`src/rtl/jt12_timer_ctrl.sv`:
```
// rtl/jt12_timer_ctrl.sv - CPU register front end for the FM timer pair (regs 0x24-0x27, status, CSM key-on)
// Optional feature macro: JT12_TIMER_BUSY_EN builds the write-busy counter behind dout[7].
module jt12_timer_ctrl #(
   parameter int BUSY_CYCLES = 32,
   parameter int BUSY_W      = 6
) (
   input  logic       clk,
   input  logic       rst,
   input  logic       clk_en,
   input  logic [7:0] din,
   input  logic       addr,
   input  logic       a1,
   input  logic       cs_n,
   input  logic       wr_n,
   input  logic       flag_A,
   input  logic       flag_B,
   input  logic       overflow_A,
   output logic [9:0] value_A,
   output logic [7:0] value_B,
   output logic       load_A,
   output logic       load_B,
   output logic       enable_irq_A,
   output logic       enable_irq_B,
   output logic       clr_flag_A,
   output logic       clr_flag_B,
   output logic [1:0] ch3_mode,
   output logic       csm_keyon,
   output logic [7:0] dout
);

   localparam logic [BUSY_W-1:0] BUSY_LOAD = BUSY_W'(BUSY_CYCLES);

   logic       wr_act;
   logic       wr_q;
   logic       write;
   logic [7:0] sel_addr;
   logic       sel_part;
   logic       busy;

   assign wr_act = ~cs_n & ~wr_n;
   assign write  = wr_act & ~wr_q;

   always_ff @(posedge clk or posedge rst) begin
      if (rst) begin
         wr_q         <= 1'b0;
         sel_addr     <= 8'd0;
         sel_part     <= 1'b0;
         value_A      <= 10'd0;
         value_B      <= 8'd0;
         load_A       <= 1'b0;
         load_B       <= 1'b0;
         enable_irq_A <= 1'b0;
         enable_irq_B <= 1'b0;
         clr_flag_A   <= 1'b0;
         clr_flag_B   <= 1'b0;
         ch3_mode     <= 2'b00;
         csm_keyon    <= 1'b0;
      end else begin
         wr_q       <= wr_act;
         // flag clears are single-clk strobes; they fall back on any clk without a 0x27 write
         clr_flag_A <= 1'b0;
         clr_flag_B <= 1'b0;
         if (write) begin
            if (!addr) begin
               sel_addr <= din;
               sel_part <= a1;
            end else if (!sel_part) begin
               case (sel_addr)
                  8'h24: value_A[9:2] <= din;
                  8'h25: value_A[1:0] <= din[1:0];
                  8'h26: value_B      <= din;
                  8'h27: begin
                     ch3_mode     <= din[7:6];
                     clr_flag_B   <= din[5];
                     clr_flag_A   <= din[4];
                     enable_irq_B <= din[3];
                     enable_irq_A <= din[2];
                     load_B       <= din[1];
                     load_A       <= din[0];
                  end
                  default: ;
               endcase
            end
         end
         if (clk_en)
            csm_keyon <= ch3_mode[1] & overflow_A;
      end
   end

`ifdef JT12_TIMER_BUSY_EN
   logic [BUSY_W-1:0] busy_cnt;

   // a data write reloads the counter and wins over that clk's decrement
   always_ff @(posedge clk or posedge rst) begin
      if (rst)
         busy_cnt <= '0;
      else if (write && addr)
         busy_cnt <= BUSY_LOAD;
      else if (clk_en && busy_cnt != '0)
         busy_cnt <= busy_cnt - 1'b1;
   end

   assign busy = (busy_cnt != '0);
`else
   logic unused_busy_cfg;

   assign unused_busy_cfg = ^BUSY_LOAD;
   assign busy            = 1'b0;
`endif

   assign dout = {busy, 5'b00000, flag_B, flag_A};

endmodule

```
`config.mk`:
```
export PLATFORM = sky130hd
export DESIGN_NAME = jt12_timer_ctrl
export DESIGN_NICKNAME = d
export VERILOG_FILES = /design/src/rtl/jt12_timer_ctrl.sv
export SDC_FILE = /design/constraint.sdc
export NUM_CORES = 1
export LEC_CHECK = 0
export ABC_CLOCK_PERIOD_IN_PS = 1800
export CORE_ASPECT_RATIO = 0.5
export CORE_MARGIN = 2
export CORE_UTILIZATION = 44
export CTS_CLUSTER_SIZE = 16
export DETAILED_ROUTE_END_ITERATION = 8
export HOLD_SLACK_MARGIN = 0.08
export PLACE_DENSITY = 0.81
export SLEW_MARGIN = 20
export SYNTH_ARGS = -nofsm -noshare
export SYNTH_HDL_FRONTEND = slang
export SYNTH_SLANG_ARGS = --single-unit
export TNS_END_PERCENT = 10
```
`constraint.sdc`:
```
create_clock -name clk -period 1.8 [get_ports clk]
set_input_delay 0.36 -clock clk [delete_from_list [all_inputs] [get_ports clk]]
set_output_delay 0.36 -clock clk [all_outputs]
set_load 0.05 [all_outputs]
```
* Word-level counts from Yosys, hierarchy flattened *
Cells that the tools add are included.

word-level totals
  output and inout port bits = 35
  input port bits = 18
  logic and storage cells = 39
  flip-flop bits (word level) = 37

operators by class
  reductions and logical operators = 5
  mux-type cells = 8
  bitwise logic cells = 8
  equal/unequal tests = 4

operators with widths
  operator            number
  $eq 8x6->1 const B  4
  $reduce_and 4->1    4
  $mux 1              8
  $not 1->1           5
  $and 1x1->1         3
  $reduce_and 2->1    1

* Depth between registers and ports, before layout *
  depth in word-level cells = 5
  depth in mapped cells = 3
  depth with buffers taken out = 3

* Least setup slack after synthesis *
Ideal clock, no wire load.

  kind = reg2reg
  start = register sel_part
  end = register ch3_mode[0]
  library setup time = 0.125 ns
  clock period less this slack = 1.554 ns
  stages on the path, launching flop included = 4
  data arrival time = 1.429 ns
  path buffers = 0
  required time = 1.675 ns
  path slack = 0.246 ns
  cell sequence = dfrtp_1 > nor4b_4 > nand4_2 > mux2_2

on the way
  cells in the longest elaborated chain, start to end = 2

RTL lines
  element                            RTL line  source
  from (decl)                        37        logic sel_part;
  from (signal assigned)             47        sel_part <= 1'b0;
  from (signal assigned)             66        sel_part <= a1;
  $not 1->1 (no source line)         -
  $reduce_and 4->1 (no source line)  -
  to (signal assigned)               73        ch3_mode <= din[7:6];
  to (decl)                          26        output logic [1:0] ch3_mode,

Every way passes these cells.
A chain may end at the register's enable or synchronous reset.

* Worst setup path in the final report *
  start = input port wr_n
  end = register ch3_mode[0]

on the way
  cells in the longest elaborated chain, start to end = 4

RTL lines
  element                            RTL line  source
  from (decl)                        14        input logic wr_n,
  $not 1->1                          40        assign wr_act = ~cs_n & ~wr_n;
  $and 1x1->1                        40
  $and 1x1->1                        41        assign write = wr_act & ~wr_q;
  $reduce_and 4->1 (no source line)  -

Every way passes these cells.

==> flow_metrics.py <==
metrics = {
    "logic_synthesis": {
        "synth-seq-area-share_pct": 59.5,
        "yosys_warnings": 0,
        "synth_cells": 101,
        "ys_ff_latch": 37,
        "netlist_area_mm2": 0.00156,
        "yosysUniqueCellTypes": 17,
        "synth_area_per_cell_um2": 15.4,
    },
    "critical_path": {
        "crit_start": "wr_n",
        "cp.required_ns": 1.97,
        "end_kind": "flip-flop",
        "critPathArrivalTime_ns": 1.89,
        "timing.rr.start": "sel_part$_DFFE_PP0P_",
        "crit_fanout": 6,
        "criticalPathCategory": "in2reg",
        "crit_path_start_kind": "input pin",
    },
    "sta": {
        "finalMaxSlewViolations": 0,
        "setup_viol": 0,
        "period_needed_ns": 1.71,
        "rsz0062_at_grt": "no",
        "fin_crit_sh_pct": 95.3,
        "fmax_mhz": 583,
        "fin_hold_ws_ns": 0.475,
        "hold_viol": 0,
        "final.setup_skew_ns": 0.00621,
    },
    "placement": {
        "portBuffers": 42,
        "place_congestion": 0.740,
        "dp_hpwl_um": 2260,
    },
    "grt": {
        "antenna_found_initial": 0,
        "busiest_layer": "met2",
        "track_usage_pct": 17.2,
        "use_met1_pct": 21.1,
        "grt_pass1_wl_um": 4820,
        "grt_pass1_vias": 975,
        "overflow": 0,
        "grt_max_degree": 38,
        "grt_util_met2_pct": 28.3,
        "use_met3_pct": 6.88,
    },
    "final_layout": {
        "seq_area_um2": 926,
        "multi_input_area_um2": 573,
        "insertedDiodeCount": 0,
        "area_growth_pct": 36.6,
        "drive_gt1_share_pct": 53.2,
        "final_common_cell": "dfrtp_1",
        "finalNetCount": 173,
        "final_cell_mix": "dfrtp_1, buf_4, mux2_2",
        "final_util_pct": 62.2,
        "fillerInstances": 287,
    },
    "clock_network": {
        "ctsLongestPathBuffers": 2,
        "post_cts_buffers": 0,
        "cts_hold_buffers": 0,
        "htree_levels": 2,
        "clk_pin_slew_ns": 0.07,
        "cts_buffers": 5,
        "cts_tree": "built",
        "clockRootBuffer": "clkbuf_8",
        "cts.sinks": 37,
        "post_cts_resized": 0,
        "insertion_delay_ns": 0.29,
    },
    "routing": {
        "dr.pass1.iters": 4,
        "wl_per_cell_um": 14.8,
        "drt_iter0_drc": 15,
        "drc_errors": 0,
        "final_antenna_net_count": 0,
        "wl_um": 3070,
        "num_vias": 935,
        "viasPerCell": 4.52,
    },
    "pwr": {
        "leakagePower_nw": 1.09,
        "power_density_mw_per_mm2": 970,
        "worst_ir_drop_vdd_mv": 0.424,
        "finalPower_mw": 2.06,
    },
    "floorplan": {
        "start_util_pct": 45.5,
        "dieHeight_um": 46.0,
        "die-area_mm2": 0.00406,
        "io_pins": 53,
        "core_area_mm2": 0.00342,
        "num_rows": 15,
        "fp.dieW_um": 88.1,
    },
    "outcome": {
        "status": "completed",
    },
    "flow_run": {
        "maxCapViolCount": 0,
    },
    "min_path": {
        "min_path_type": "in2async",
    },
}
-- worst paths after layout --
check / end / slack (ns) / cells after the start
max: ch3_mode[0]$_DFFE_PP0P_ / 0.09 / 5
min: enable_irq_A$_DFFE_PP0P_ / 0.48 / 3
max reg2reg: ch3_mode[0]$_DFFE_PP0P_ / 0.21 / 4
min reg2reg: enable_irq_A$_DFFE_PP0P_ / 0.51 / 1
max in group asynchronous: value_A[5]$_DFFE_PP0P_ / 0.99 / 3
min in group clk: enable_irq_A$_DFFE_PP0P_ / 0.51 / 1
-- metrics by stage --
| stage | instances | TNS, ns | instance area (µm²) | setup slack, ns |
|---|---|---|---|---|
| after CTS | 207 | 0 | 2120 | 0.0917 |
| after floorplan | 106 | 0 | 1570 | 0.246 |
| after global routing | 207 | 0 | 2120 | 0.0458 |
| final | 207 | 0 | 2120 | 0.0854 |
| after detailed placement | 199 | -3.66 | 1990 | -0.185 |
| after global placement | 199 | -2.78 | 1990 | -0.150 |
-- metal layers --
layer,up-vias,wire length (µm)
li1,450,-
met1,460,1400
met2,20,1520
met3,5,118
met4,0,26
met5,-,0
-- critical path, stage by stage --
cell and delay, ns:
clkdlybuf4s50_1 0.51, nor3_2 0.22, buf_4 0.18, nand4_2 0.26, mux2_2 0.36
-- Yosys cell counts --
library cell	n	share of area, %
and2_1	1	0.40
and4bb_2	1	0.80
buf_4	8	3.9
conb_1	1	0.24
dfrtp_1	37	60
inv_1	4	0.97
mux2_2	33	24
nand3_1	1	0.32
nand4_1	2	0.80
nand4_2	1	0.80
nand4_4	2	2.7
nor2_1	4	0.97
nor2b_1	2	0.80
nor3_2	1	0.64
nor4_4	1	1.4
nor4b_4	1	1.5
o21ai_0	1	0.32
-- area by class of cell --
type                    instances  share of cell area (%)
repair buffers                 50                    19.4
flip-flops and latches         37                    43.6
multi-input cells              57                    27.0
clock buffers                   5                    3.24
well taps                      51                    3.00
clock inverters                 3                    3.06
inverters                       4                   0.707
-- sequential cells by signal, summed over array words and instances, names as in the netlist --
register      flops
ch3_mode          2
clr_flag_A        1
clr_flag_B        1
csm_keyon         1
enable_irq_A      1
enable_irq_B      1
load_A            1
load_B            1
sel_addr          8
sel_part          1
value_A          10
value_B           8
wr_q              1
-- cells by family (layout without fill, tap and decap cells) --
family	after synthesis	after routing	share of synthesized area, %
flops	37	37	59.5
mux	33	33	23.9
simple gates	17	17	11.2
buf+inv	12	62	4.83
other cells	1	6	0.241
compound gates	1	1	0.321
-- report_power, final --
group	internal (mW)	switching, mW	leakage [nW]	total, mW
clock	0.550	0.293	0.0681	0.843
combinational	0.124	0.162	0.527	0.285
sequential	0.889	0.0433	0.497	0.932
(Power assumes the default switching activity.)
